File: config.mk
export PLATFORM = sky130hd
export DESIGN_NAME = irq_source_conditioner_flat
export DESIGN_NICKNAME = d
export VERILOG_FILES = /design/src/rtl/irq_source_conditioner_if.sv /design/src/rtl/irq_source_conditioner.sv /design/src/flat_wrapper.sv
export SDC_FILE = /design/constraint.sdc
export NUM_CORES = 1
export LEC_CHECK = 0
export ABC_AREA = 1
export CAP_MARGIN = 0
export CORE_MARGIN = 3
export CORE_UTILIZATION = 54
export DETAILED_ROUTE_END_ITERATION = 16
export GPL_TIMING_DRIVEN = 0
export PLACE_DENSITY = 0.76
export SLEW_MARGIN = 10
export SYNTH_ARGS = -nofsm -noshare
export SYNTH_HDL_FRONTEND = slang
export SYNTH_SLANG_ARGS = --single-unit
File: constraint.sdc
create_clock -name wb_clk_i -period 1.9 [get_ports wb_clk_i]
set_clock_uncertainty 0.15 [all_clocks]
set_input_delay 0.475 -clock wb_clk_i [delete_from_list [all_inputs] [get_ports wb_clk_i]]
set_output_delay 0.475 -clock wb_clk_i [all_outputs]
set_load 0.02 [all_outputs]
File: src/rtl/irq_source_conditioner_if.sv
// Wishbone classic slave bus bundle for irq_source_conditioner.
//
// Signals (16-bit word-addressed bus):
//   cyc, stb, we  - cycle, strobe, write enable (master -> slave)
//   adr           - word address                (master -> slave)
//   dat_w         - write data                  (master -> slave)
//   dat_r         - read data                   (slave -> master)
//   ack           - single-cycle acknowledge    (slave -> master)
interface irq_source_conditioner_if;
  logic        cyc;
  logic        stb;
  logic        we;
  logic [15:0] adr;
  logic [15:0] dat_w;
  logic [15:0] dat_r;
  logic        ack;

  modport master (
    output cyc, stb, we, adr, dat_w,
    input  dat_r, ack
  );

  modport slave (
    input  cyc, stb, we, adr, dat_w,
    output dat_r, ack
  );
endinterface

File: src/rtl/irq_source_conditioner.sv
// Per-source interrupt event conditioner sitting in front of the interrupt controller.
// Each raw asynchronous event line is 2-flop synchronised, debounced against a shared
// threshold, polarity-adjusted, and presented either as a level or as a one-cycle pulse
// on every accepted activation edge. Configuration is through a small Wishbone slave.
//
// Ports:
//   wb_clk_i  - system clock, all state on its rising edge
//   wb_rst_i  - synchronous active-high reset
//   wb        - Wishbone slave (cyc/stb/we/adr/dat_w in, dat_r/ack out)
//   src_i     - raw asynchronous event lines
//   irq_o     - conditioned events to the interrupt controller
//
// Register map (word address):
//   0 RAW (ro)      synchronised inputs
//   1 EDGE_EN       1 = pulse on activation edge, 0 = level
//   2 POLARITY      1 = active-low / falling edge
//   3 DEBOUNCE      shared threshold D; a change must persist D+1 cycles
//   4 ENABLE        per-source output enable
//   5 STATE (ro)    debounced active vector
//   others          read 0, writes ignored, still acked
module irq_source_conditioner #(
  parameter int unsigned NUM_SOURCES    = 4,
  parameter int unsigned DEBOUNCE_WIDTH = 8
) (
  input  logic                     wb_clk_i,
  input  logic                     wb_rst_i,
  irq_source_conditioner_if.slave  wb,
  input  logic [NUM_SOURCES-1:0]   src_i,
  output logic [NUM_SOURCES-1:0]   irq_o
);

  localparam logic [15:0] AdrRaw      = 16'd0;
  localparam logic [15:0] AdrEdgeEn   = 16'd1;
  localparam logic [15:0] AdrPolarity = 16'd2;
  localparam logic [15:0] AdrDebounce = 16'd3;
  localparam logic [15:0] AdrEnable   = 16'd4;
  localparam logic [15:0] AdrState    = 16'd5;

  // Synchroniser and debounce state
  logic [NUM_SOURCES-1:0]    sync1_q, sync2_q;
  logic [NUM_SOURCES-1:0]    stable_q, stable_d;
  logic [DEBOUNCE_WIDTH-1:0] cnt_q [NUM_SOURCES];
  logic [DEBOUNCE_WIDTH-1:0] cnt_d [NUM_SOURCES];
  logic [NUM_SOURCES-1:0]    prev_active_q, prev_active_d;
  logic [NUM_SOURCES-1:0]    irq_q, irq_d;

  // Configuration registers
  logic [NUM_SOURCES-1:0]    edge_en_q, edge_en_d;
  logic [NUM_SOURCES-1:0]    pol_q, pol_d;
  logic [DEBOUNCE_WIDTH-1:0] deb_q, deb_d;
  logic [NUM_SOURCES-1:0]    en_q, en_d;

  // Bus state
  logic        ack_q, ack_d;
  logic [15:0] dat_q, dat_d;

  logic                   req;
  logic                   wr;
  logic                   wr_edge_en, wr_pol, wr_deb, wr_en;
  logic [NUM_SOURCES-1:0] active;
  logic [15:0]            rdata;
  logic                   unused_dat_w;

  // Only the low bits of the write data are stored; the rest are deliberately dropped.
  assign unused_dat_w = ^wb.dat_w;

  // A request is serviced once; the registered ack blocks a second service of a held strobe.
  assign req        = wb.cyc & wb.stb & ~ack_q;
  assign wr         = req & wb.we;
  assign wr_edge_en = wr & (wb.adr == AdrEdgeEn);
  assign wr_pol     = wr & (wb.adr == AdrPolarity);
  assign wr_deb     = wr & (wb.adr == AdrDebounce);
  assign wr_en      = wr & (wb.adr == AdrEnable);

  assign active = stable_q ^ pol_q;

  // Configuration next state
  always_comb begin
    edge_en_d = edge_en_q;
    pol_d     = pol_q;
    deb_d     = deb_q;
    en_d      = en_q;
    if (wr_edge_en) edge_en_d = wb.dat_w[NUM_SOURCES-1:0];
    if (wr_pol)     pol_d     = wb.dat_w[NUM_SOURCES-1:0];
    if (wr_deb)     deb_d     = wb.dat_w[DEBOUNCE_WIDTH-1:0];
    if (wr_en)      en_d      = wb.dat_w[NUM_SOURCES-1:0];
  end

  // Debounce: a differing input must be seen on D+1 consecutive cycles to be accepted.
  // The >= compare lets a lowered threshold take effect on an in-flight count.
  always_comb begin
    stable_d = stable_q;
    cnt_d    = cnt_q;
    for (int i = 0; i < int'(NUM_SOURCES); i++) begin
      if (sync2_q[i] == stable_q[i]) begin
        cnt_d[i] = '0;
      end else if (cnt_q[i] >= deb_q) begin
        stable_d[i] = sync2_q[i];
        cnt_d[i]    = '0;
      end else begin
        cnt_d[i] = cnt_q[i] + DEBOUNCE_WIDTH'(1);
      end
    end
  end

  // Output stage. A polarity or mode write reseeds the edge history with the new active
  // value so the reconfiguration itself never looks like an edge.
  always_comb begin
    prev_active_d = active;
    if (wr_pol || wr_edge_en) begin
      prev_active_d = stable_q ^ pol_d;
    end
    irq_d = en_q & active & ~(edge_en_q & prev_active_q);
  end

  // Read mux
  always_comb begin
    rdata = '0;
    case (wb.adr)
      AdrRaw:      rdata[NUM_SOURCES-1:0]    = sync2_q;
      AdrEdgeEn:   rdata[NUM_SOURCES-1:0]    = edge_en_q;
      AdrPolarity: rdata[NUM_SOURCES-1:0]    = pol_q;
      AdrDebounce: rdata[DEBOUNCE_WIDTH-1:0] = deb_q;
      AdrEnable:   rdata[NUM_SOURCES-1:0]    = en_q;
      AdrState:    rdata[NUM_SOURCES-1:0]    = active;
      default:     rdata                     = '0;
    endcase
  end

  always_comb begin
    ack_d = req;
    dat_d = req ? rdata : 16'h0000;
  end

  always_ff @(posedge wb_clk_i) begin
    if (wb_rst_i) begin
      sync1_q       <= '0;
      sync2_q       <= '0;
      stable_q      <= '0;
      cnt_q         <= '{default: '0};
      prev_active_q <= '0;
      irq_q         <= '0;
      edge_en_q     <= '0;
      pol_q         <= '0;
      deb_q         <= '0;
      en_q          <= '0;
      ack_q         <= 1'b0;
      dat_q         <= '0;
    end else begin
      sync1_q       <= src_i;
      sync2_q       <= sync1_q;
      stable_q      <= stable_d;
      cnt_q         <= cnt_d;
      prev_active_q <= prev_active_d;
      irq_q         <= irq_d;
      edge_en_q     <= edge_en_d;
      pol_q         <= pol_d;
      deb_q         <= deb_d;
      en_q          <= en_d;
      ack_q         <= ack_d;
      dat_q         <= dat_d;
    end
  end

  assign wb.ack   = ack_q;
  assign wb.dat_r = dat_q;
  assign irq_o    = irq_q;

endmodule

File: src/flat_wrapper.sv
// flat-port wrapper written by rule: the top's interface ports become plain ports
module irq_source_conditioner_flat 
#(
  parameter int unsigned NUM_SOURCES    = 4,
  parameter int unsigned DEBOUNCE_WIDTH = 8
)
  (wb_clk_i, wb_rst_i, src_i, irq_o, wb_cyc, wb_stb, wb_we, wb_adr, wb_dat_w, wb_dat_r, wb_ack);
  irq_source_conditioner_if wb_i ();
  input  logic wb_clk_i;
  input  logic wb_rst_i;
  input  logic [NUM_SOURCES-1:0] src_i;
  output logic [NUM_SOURCES-1:0] irq_o;
  input wire logic [$bits(wb_i.cyc)-1:0] wb_cyc;
  input wire logic [$bits(wb_i.stb)-1:0] wb_stb;
  input wire logic [$bits(wb_i.we)-1:0] wb_we;
  input wire logic [$bits(wb_i.adr)-1:0] wb_adr;
  input wire logic [$bits(wb_i.dat_w)-1:0] wb_dat_w;
  output wire logic [$bits(wb_i.dat_r)-1:0] wb_dat_r;
  output wire logic [$bits(wb_i.ack)-1:0] wb_ack;
  assign wb_i.cyc = wb_cyc;
  assign wb_i.stb = wb_stb;
  assign wb_i.we = wb_we;
  assign wb_i.adr = wb_adr;
  assign wb_i.dat_w = wb_dat_w;
  assign wb_dat_r = wb_i.dat_r;
  assign wb_ack = wb_i.ack;
  irq_source_conditioner #(.NUM_SOURCES(NUM_SOURCES), .DEBOUNCE_WIDTH(DEBOUNCE_WIDTH)) u_core (.wb_clk_i(wb_clk_i), .wb_rst_i(wb_rst_i), .wb(wb_i), .src_i(src_i), .irq_o(irq_o));
endmodule
==> results.md <==
- Gr usage total: between 20% and 30%
- Leak: 0.002519 µW
- ANT nets after route: 0
- Post-synth cell types: 26
- First DRT Iteration DRCs: 197
- YS warnings: 0
- Number of port buffers: 45
- First-pass GRT wire length: 15,080 µm
- Rel. slew slack: 63.15%
- Worst path slowest cell: clkdlybuf4s50_1
- Inserted Clock Buffers: 9
- Share of cells above drive strength 1: 15.22%
- CP Launch Type: input pin
- Layout overhead on the synthesized area: 30.40%
- Vias: 3,672
- RSZ-0062 raised after global routing: true
- Worst-case hold slack: 250.6 ps
- Final std cells w/o fill: ~720
- WL per Instance: 13.70 µm
- #FFs+latches synth: 81
- MaxCap Viol Count: 0
- Post-DP Area: 4716 µm²
- Total grt overflow: 0
- Die H: 93.30 µm
- Type of the worst setup path: input pin to register
- CP Cell Sequence: clkdlybuf4s50_1 -> inv_1 -> clkbuf_1 -> o21ai_0 -> a21oi_1
- Data arrival, critical path: 2000 ps
- DP Cell Count: 690
- Post-Syn Area per Cell: 7.635 µm²
- CTS tree: built
- Residual DRC count: 0
- Clk buf depth: 2
- Hold/Removal Path Class: register to register
- Fin area: 5366 µm²
- CTS root buf: clkbuf_8
- Post-synthesis sequential area ratio: approximately 39%
- Placed wire-length estimate: 6588 µm
- Ant. Diodes: 0
- Die area: ~8700 µm²
- Pwr Density: ~600 nW/µm²
- Mapped Cells: 539
- Core area: 7331 µm²
- Final Util: 73.20%
- Mapped cell area: between 4000 and 5000 µm²
- H-Tree Depth: 3
- Clk slew on worst S/H paths: 80 ps
- Measured slew at the worst slew-check pin: 538.8 ps
- # setup viols final: 0
- Peak VDD IR: 447.6 µV
- Die W: 93.30 µm
- Drt pass-1 iters: 6
- Crit Path Max Fanout: 10
- Status: completed
- Final worst path period need: about 1900 ps
- Vias per inst: ~5.1
- Vias in the first global route: 3,539
- Crit. End Element: register
- Pin count of the biggest net entering global routing: 13
- Final hold vios: 0
- Period utilisation layout: a little over nine tenths
- Worst-Skew Late Latency: 360 ps
- Maximum clock rate: 532.9 MHz
- I/O pin count: 62
- Final net count: 698
- Routed WL: between 9000 and 10,000 µm
- Rows: 31
- Largest stage delay, worst path: about 530 ps
- Setup_tns: 0 ps
- Effective utilization at floorplan: 56.14%
- Clock sinks: around 80
- Max Slew Vio Count: 0
- Initial antenna violation count: 0
- Placer Congestion: 0.9325
- Crit path required time: just over 2000 ps
## layout by cell type, fill, tap and decap left out, types with 13 or more instances in the layout
master           instances
a21oi_1                 32
ha_1                    28
o21ai_0                 24
clkdlybuf4s50_1         21
xor2_1                  17
nor2_1                  84
xnor2_1                 13
buf_4                   21
dlymetal6s2s_1          24
inv_1                   68
dfxtp_1                 78
nand2_1                 72
nand3_1                 30
## report_power, final
group / total (µW) / internal, µW / switching [µW]
sequential: 1720 / 1710 / 9.62
combinational: 196 / 95.9 / 100
clock: 1310 / 721 / 584
total: 3220 / 2530 / 694
## metal layers
layer	GRT usage [%]	part of all wire (%)
met1	26.03	43
met2	38.00	48
met3	3.862	5.5
met4	10.26	3.0
met5	0	0
## cell type report
type	count	area, µm²
plain buffers	14	98.84
clock buffers	10	127.6
inverters	77	296.5
repair buffers	64	701.9
multi-input cells	374	2322
fillers	537	1964
flip-flops and latches	81	1625
well taps	99	123.9
clock inverters	4	70.07
## cell families after synthesis
group,count (synthesis),synth area share [%]
other,1,0.09113
adders and majority gates,36,10.95
AOI/OAI and AO/OA,69,8.969
xor gates and xnor gates,30,6.385
buffers and inverters,91,9.304
and+or+nand+nor,231,24.90
DFF,81,39.40
## sequential cells by signal (all words and copies together) (netlist names)
name,flops
u_core.irq_o,4
u_core.wb.ack,1
u_core.deb_q,8
u_core.en_q,4
u_core.cnt_q,32
u_core.sync2_q,4
u_core.stable_q,4
u_core.prev_active_q,4
u_core.edge_en_q,4
u_core.sync1_q,4
u_core.wb.dat_r,8
u_core.pol_q,4
## metrics by stage
stage               power (µW)  worst slack (ps)
detailed placement        1938            -436.2
finish                    3220             23.49
CTS                       3219            0.6772
global route              3328            -125.2
global placement          1936            -442.8
floorplan                 1844             192.8
## worst paths after layout
kind | end | cells after the start | start | slack [ps]
min | u_core.sync2_q[3]$_SDFF_PP0_ | 2 | u_core.sync1_q[3]$_SDFF_PP0_ | 250
max reg2reg | u_core.cnt_q[3]$_SDFF_PP0_ | 9 | u_core.deb_q[5]$_SDFFE_PP0P_ | 30
max | u_core.en_q[1]$_SDFFE_PP0P_ | 5 | wb_rst_i | 20
min reg2reg | u_core.sync2_q[3]$_SDFF_PP0_ | 2 | u_core.sync1_q[3]$_SDFF_PP0_ | 250
## critical path, delay by kind of cell
family	cells	cell delay [ps]
buf+inv	3	1160
compound gates	2	370
## synthesized netlist by cell type, drive strengths merged
cell type / number / area [µm²]
nor3: 5 / 25.02
conb: 1 / 3.750
buf: 10 / 78.82
a211oi: 2 / 15.01
inv: 77 / 289.0
nand4: 12 / 75.07
xnor2: 13 / 113.9
o21ai: 26 / 137.6
a21oi: 39 / 198.9
dfxtp: 81 / 1622
nand2: 79 / 301.5
clkbuf: 4 / 15.01
nand3b: 6 / 45.04
xor2: 17 / 148.9
nand3: 33 / 170.2
a2111oi: 2 / 17.52
nor2: 96 / 407.9
ha: 36 / 450.4
## repair_timing
item                       in CTS  in global routing
setup buffers                  10                  8
resized for setup              14                 61
hold buffers                    0                  0
pin swaps                       6                 33
setup endpoints to repair      45                 65
hold endpoints to repair        0                  0
cloned                          0                  1
Note: power is estimated with default switching activity, not from simulation.
